==> src/rtl/video_stream_capture_if.sv <==
`default_nettype none
// ============================================================================
// Module      : video_stream_capture_if
// Description : Avalon-ST pixel stream bundle (30-bit RGB beat, SOP/EOP, valid/ready).
// Revision    : 1.0 - initial release
// ============================================================================
interface video_stream_capture_if;
    logic [29:0] data;
    logic        startofpacket;
    logic        endofpacket;
    logic        valid;
    logic        ready;

    modport master (
        output data,
        output startofpacket,
        output endofpacket,
        output valid,
        input  ready
    );

    modport slave (
        input  data,
        input  startofpacket,
        input  endofpacket,
        input  valid,
        output ready
    );
endinterface
`default_nettype wire

==> src/rtl/video_stream_capture.sv <==
`default_nettype none
// ============================================================================
// Module      : video_stream_capture
// Description : Captures one framed Avalon-ST video packet into a 4:4:4 BRAM buffer.
// Revision    : 1.0 - initial release
// ============================================================================
module video_stream_capture #(
    parameter int NumPixels     = 144,
    parameter int NumColourBits = 12
) (
    input  wire logic                     clk,
    input  wire logic                     reset,
    video_stream_capture_if.slave         st,
    input  wire logic                     arm,
    input  wire logic                     continuous,
    output logic                          busy,
    output logic                          frame_done,
    output logic                          frame_error,
    output logic [15:0]                   frame_count,
    input  wire logic [18:0]              rd_addr,
    output logic [NumColourBits-1:0]      rd_data
);

    localparam int          AW       = (NumPixels > 2) ? $clog2(NumPixels) : 1;
    localparam logic [18:0] LAST_IDX = 19'(NumPixels - 1);

    typedef enum logic [1:0] {
        IDLE    = 2'd0,
        SYNC    = 2'd1,
        CAPTURE = 2'd2
    } state_e;

    state_e                    state_q;
    logic [18:0]               idx_q;
    logic                      ready_q;
    logic                      done_q;
    logic                      error_q;
    logic [15:0]               count_q;
    logic [NumColourBits-1:0]  rd_data_q;

    logic                      beat;
    logic                      sop;
    logic                      eop;
    logic                      mem_we;
    logic [AW-1:0]             mem_waddr;
    logic [NumColourBits-1:0]  pixel;

    logic [NumColourBits-1:0]  mem [NumPixels];

    assign beat  = st.valid & ready_q;
    assign sop   = st.startofpacket;
    assign eop   = st.endofpacket;
    assign pixel = NumColourBits'({st.data[29:26], st.data[19:16], st.data[9:6]});

    // Pad bits of each colour channel are deliberately dropped.
    logic unused_data_pad;
    assign unused_data_pad = ^{st.data[25:20], st.data[15:10], st.data[5:0]};

    // A SOP always restarts at address 0; the last pixel is only written when EOP confirms it.
    always_comb begin
        mem_we    = 1'b0;
        mem_waddr = idx_q[AW-1:0];
        if (beat) begin
            case (state_q)
                SYNC: begin
                    if (sop) begin
                        mem_we    = 1'b1;
                        mem_waddr = '0;
                    end
                end
                CAPTURE: begin
                    if (sop) begin
                        mem_we    = 1'b1;
                        mem_waddr = '0;
                    end else if ((idx_q != LAST_IDX) || eop) begin
                        mem_we = 1'b1;
                    end
                end
                default: mem_we = 1'b0;
            endcase
        end
    end

    always_ff @(posedge clk) begin
        if (reset) begin
            state_q <= IDLE;
            idx_q   <= '0;
            ready_q <= 1'b0;
            done_q  <= 1'b0;
            error_q <= 1'b0;
            count_q <= '0;
        end else begin
            ready_q <= 1'b1;
            done_q  <= 1'b0;
            error_q <= 1'b0;
            case (state_q)
                IDLE: begin
                    if (arm) begin
                        state_q <= SYNC;
                    end
                end
                SYNC: begin
                    // SOP+EOP together is a one-pixel frame: stored, then rejected.
                    if (beat && sop) begin
                        if (eop) begin
                            error_q <= 1'b1;
                        end else begin
                            idx_q   <= 19'd1;
                            state_q <= CAPTURE;
                        end
                    end
                end
                CAPTURE: begin
                    if (beat) begin
                        if (sop) begin
                            error_q <= 1'b1;
                            if (eop) begin
                                idx_q   <= '0;
                                state_q <= SYNC;
                            end else begin
                                idx_q <= 19'd1;
                            end
                        end else if (idx_q == LAST_IDX) begin
                            idx_q <= '0;
                            if (eop) begin
                                done_q  <= 1'b1;
                                count_q <= count_q + 16'd1;
                                state_q <= continuous ? SYNC : IDLE;
                            end else begin
                                error_q <= 1'b1;
                                state_q <= SYNC;
                            end
                        end else if (eop) begin
                            error_q <= 1'b1;
                            idx_q   <= '0;
                            state_q <= SYNC;
                        end else begin
                            idx_q <= idx_q + 19'd1;
                        end
                    end
                end
                default: begin
                    state_q <= IDLE;
                    idx_q   <= '0;
                end
            endcase
        end
    end

    // Read-before-write: a same-address read returns the previous contents.
    always_ff @(posedge clk) begin
        if (mem_we) begin
            mem[mem_waddr] <= pixel;
        end
        rd_data_q <= mem[rd_addr[AW-1:0]];
    end

    generate
        if (AW < 19) begin : g_rd_addr_upper
            logic unused_rd_addr_upper;
            assign unused_rd_addr_upper = |rd_addr[18:AW];
        end
    endgenerate

    assign st.ready    = ready_q;
    assign busy        = (state_q != IDLE);
    assign frame_done  = done_q;
    assign frame_error = error_q;
    assign frame_count = count_q;
    assign rd_data     = rd_data_q;

endmodule
`default_nettype wire

==> src/flat_wrapper.sv <==
// flat-port wrapper written by rule: the top's interface ports become plain ports
module video_stream_capture_flat 
#(
    parameter int NumPixels     = 144,
    parameter int NumColourBits = 12
)
  (clk, reset, arm, continuous, busy, frame_done, frame_error, frame_count, rd_addr, rd_data, st_data, st_startofpacket, st_endofpacket, st_valid, st_ready);
  video_stream_capture_if st_i ();
  input  wire logic clk;
  input  wire logic reset;
  input  wire logic arm;
  input  wire logic continuous;
  output logic busy;
  output logic frame_done;
  output logic frame_error;
  output logic [15:0] frame_count;
  input  wire logic [18:0] rd_addr;
  output logic [NumColourBits-1:0] rd_data;
  input wire logic [$bits(st_i.data)-1:0] st_data;
  input wire logic [$bits(st_i.startofpacket)-1:0] st_startofpacket;
  input wire logic [$bits(st_i.endofpacket)-1:0] st_endofpacket;
  input wire logic [$bits(st_i.valid)-1:0] st_valid;
  output wire logic [$bits(st_i.ready)-1:0] st_ready;
  assign st_i.data = st_data;
  assign st_i.startofpacket = st_startofpacket;
  assign st_i.endofpacket = st_endofpacket;
  assign st_i.valid = st_valid;
  assign st_ready = st_i.ready;
  video_stream_capture #(.NumPixels(NumPixels), .NumColourBits(NumColourBits)) u_core (.clk(clk), .reset(reset), .st(st_i), .arm(arm), .continuous(continuous), .busy(busy), .frame_done(frame_done), .frame_error(frame_error), .frame_count(frame_count), .rd_addr(rd_addr), .rd_data(rd_data));
endmodule
==> config.mk <==
export PLATFORM = sky130hd
export DESIGN_NAME = video_stream_capture_flat
export DESIGN_NICKNAME = d
export VERILOG_FILES = /design/src/rtl/video_stream_capture_if.sv /design/src/rtl/video_stream_capture.sv /design/src/flat_wrapper.sv
export SDC_FILE = /design/constraint.sdc
export NUM_CORES = 2
export LEC_CHECK = 0
export CORE_MARGIN = 5
export CORE_UTILIZATION = 35
export DETAILED_ROUTE_END_ITERATION = 8
export PLACE_DENSITY = 0.61
export SYNTH_ARGS = -nofsm -noshare
export SYNTH_HDL_FRONTEND = slang
export SYNTH_SLANG_ARGS = --single-unit
==> constraint.sdc <==
create_clock -name clk -period 6.4 [get_ports clk]
set_input_delay 0.96 -clock clk [delete_from_list [all_inputs] [get_ports clk]]
set_output_delay 0.96 -clock clk [all_outputs]
set_load 0.02 [all_outputs]
==> results.cfg <==
[final_layout]
drive_above_1_share_pct = 20.2
flow.area_growth_from_synthesis_pct = 14.2
layout_nets = 3849
finish.instance_area_um2 = 79200
filler_cell_count = 17500
multiInputGateArea_um2 = 15200
sequential_cell_area_um2 = 52900

[min_path]
hold_path.class = reg -> reg
whs_path_depth = 2

[placed_design]
place_worst_setup_slack_ns = 1.50
dpl.hpwl_um = 107000
globalplace.congestion = 0.840
detailed_place.area_um2 = 73700
io_buffers = 58

[logic_synthesis]
synthCells = 3553
yosys_warnings = 0
synth.area.top_cells = edfxtp_1, mux4_2, mux2i_1
synth.most_common_cell = edfxtp_1
postSynthAreaPerCell_um2 = 19.5
synth-seq-area-share_pct = 76.3
synth_edf_count = 1728
post-synth-top-area-fraction_pct = 74.8
yosys.area.top_type = edfxtp_1
ys_dominant_reg_cell = edfxtp_1
synth_async_sr_flop_share_pct = 0
yosys_register_bits = 1780
synthDistinctLibCells = 65
netlist_area_um2 = 69400
synth_common_cells = edfxtp_1, mux4_2, mux2i_1, nor2_1, nand2_1
synth_nets = 3616

[sta]
timing.final.max_slew_violations = 0
worstMarginPinSlew_ns = 1.31
finalHoldViolations = 0
slew-limit-headroom_pct = 12.4
setup_viol = 0
final.setup.worst_slack_ns = 1.98
finClkSkew_ns = 0.0338
max_freq_ghz = 0.226
rsz0062_at_grt = false
post-route-period-util_pct = 69.0
totalNegativeSetupSlack_ns = 0
period_needed_ns = 4.42

[route]
drtPass1Iterations = 6
wire_per_inst_um = 26.5
via_per_inst = 5.40
routed-via-count = 35500
drc = 0
drt-total-wl_um = 174000
postRouteAntennaNets = 0
number_of_violations_reported_at_the_end_of_detailed_routing_iteration_0 = 4203

[global_route]
grt_usage_pct = 16.6
maximum_number_of_pins_on_one_net_before_global_route_repair = 109
grt_pass1_vias = 34700
grt_overflow = 0
initial_antenna_violation_count = 4
grt_pass1_wl_um = 252000

[worst_setup_path]
startpoint_type = flip-flop
timing.critical_path.to_type = flip-flop
path_max_fanout = 16
worstRegToRegCells = 9
crit_path_cell_trace = ha_1 -> nor4b_2 -> nand2_1 -> nor2_1 -> ha_1 -> nand2b_1 -> nor4b_1 -> nand3_1 -> nor2_1
cp_data_arrival_time_ns = 4.83
cp_slowest_cell = nor2_1
reg2reg_slack_ns = 1.98
worstPathRequired_ns = 6.81
crit_path_max_incr_delay_ns = 1.07
timing_worst_setup_path_type = reg -> reg

[cts]
master_cell_of_the_clock_root_buffer = clkbuf_16
cts-root-to-sink-buffers = 3
cts.reportedPaths.clkPinSlew_ns = 0.06
hold_buf_count_cts = 0
tritoncts.num_buffers = 176
tritoncts = built
htree_num_levels = 4
post_cts.resized_instances = 0
numClockSinks = 1780
cts.repair_timing.setup_buffer_count = 0
worst_skew_pair.late_latency_ns = 0.82

[floorplanning]
design.core.area_um2 = 197000
initial_core_util_pct = 35.2
dieWidth_um = 455
floorplan.die_area_um2 = 207000
die_height_um = 455
io_pins = 88
row_count = 163

[power]
ir_drop_v = 0.000299
static-leakage-power_nw = 25.1
internal_power_mw = 18.9
power_frac_seq_pct = 53.3
pwr-share-comb_pct = 5.0
areal_power_density_over_the_cells_nw_per_um2 = 304
power_frac_clock_pct = 41.6
p_sw_share_pct = 21.5
netSwitchingPower_mw = 5.16
totalPowerFinal_mw = 24.1

[run]
max_cap_violations = 0

[run_status]
run_status = finished, final reports clean
## power groups by stage
stage                     clock network, mW  registers [mW]  logic, mW
after CTS                              10.2            12.8       1.22
after detailed placement                  0            13.1       1.21
after global placement                    0            13.1       1.20
final                                  10.0            12.8       1.21
after global routing                   10.7            12.8       1.28
after floorplan                           0            13.1      0.657
## cell type report
| class | count | share of cell area [%] |
|---|---|---|
| Multi-Input combinational cell | 1557 | 19.2 |
| Inverter | 15 | 0.0711 |
| Antenna cell | 2 | 0.00632 |
| Tap cell | 2640 | 4.17 |
| Timing Repair Buffer | 256 | 2.71 |
| Clock inverter | 104 | 1.12 |
| Sequential cell | 1780 | 66.8 |
| Clock buffer | 223 | 5.90 |
## worst paths after layout
check / startpoint / to
worst min-delay path: u_core.frame_count[15]$_SDFFE_PP0P_ / u_core.frame_count[15]$_SDFFE_PP0P_
worst min register to register: u_core.frame_count[15]$_SDFFE_PP0P_ / u_core.frame_count[15]$_SDFFE_PP0P_
worst max register to register: u_core.idx_q[0]$_SDFFE_PP0P_ / u_core.mem[56][6]$_DFFE_PP_
worst max-delay path: u_core.idx_q[0]$_SDFFE_PP0P_ / u_core.mem[56][6]$_DFFE_PP_
## sequential cells by signal (all words and copies together) (netlist names)
signal,cells
u_core.mem,1728
u_core.idx_q,19
u_core.frame_count,16
u_core.rd_data,12
u_core.state_q,2
u_core.frame_done,1
u_core.frame_error,1
u_core.st.ready,1
## metrics by stage
step                      hold slack (ns)  util [%]  std cells
after floorplan                     0.491         -       3553
after global placement              0.502      37.4       6248
after detailed placement            0.506      37.4       6248
after CTS                           0.529      40.2       6575
after global routing                0.571      40.2       6575
final                               0.521      40.2       6577
## placed cells by master (no fill, tap or decap), drive strengths merged, types with 12 or more instances in the layout
master         instances
o22ai                 67
nor3                  45
o21ai                 29
a2111oi               20
mux4                 308
a211oi                33
nor2                 224
a21oi                 23
a22oi                 72
nor4                  17
o221ai                32
buf                  215
nand4                 34
mux2i                260
dfxtp                 52
clkinv                77
clkbuf               223
xnor2                 12
inv                   25
edfxtp              1728
bufinv                13
xor2                  17
nand3                 84
nand2                142
nor2b                 14
clkdlybuf4s50         41
## layer usage
layer / up-vias / part of all wire, % / GRT usage (%)
met4: 2 / 2.8 / 5.02
met5: - / 0.0075 / 0
met1: 18800 / 43 / 23.9
met2: 1412 / 47 / 26.3
li1: 15100 / - / -
met3: 233 / 7.0 / 2.64
## worst max-delay path, delay by kind of cell (launching register included)
kind	cells	cell delay, ns
simple gates	7	3.10
fa+ha+maj	2	0.53
flops	1	0.40
## cells by family after synthesis
kind of cell / after synthesis / synth area share, %
XOR/XNOR: 29 / 0.366
adder cells (fa/ha/maj): 7 / 0.126
flip-flops: 1780 / 76.3
multiplexers: 571 / 13.8
AO/OA/AOI/OAI: 332 / 3.46
AND/OR/NAND/NOR: 618 / 4.16
buffers and inverters: 216 / 1.80
Power figures use the tool's default switching activity.
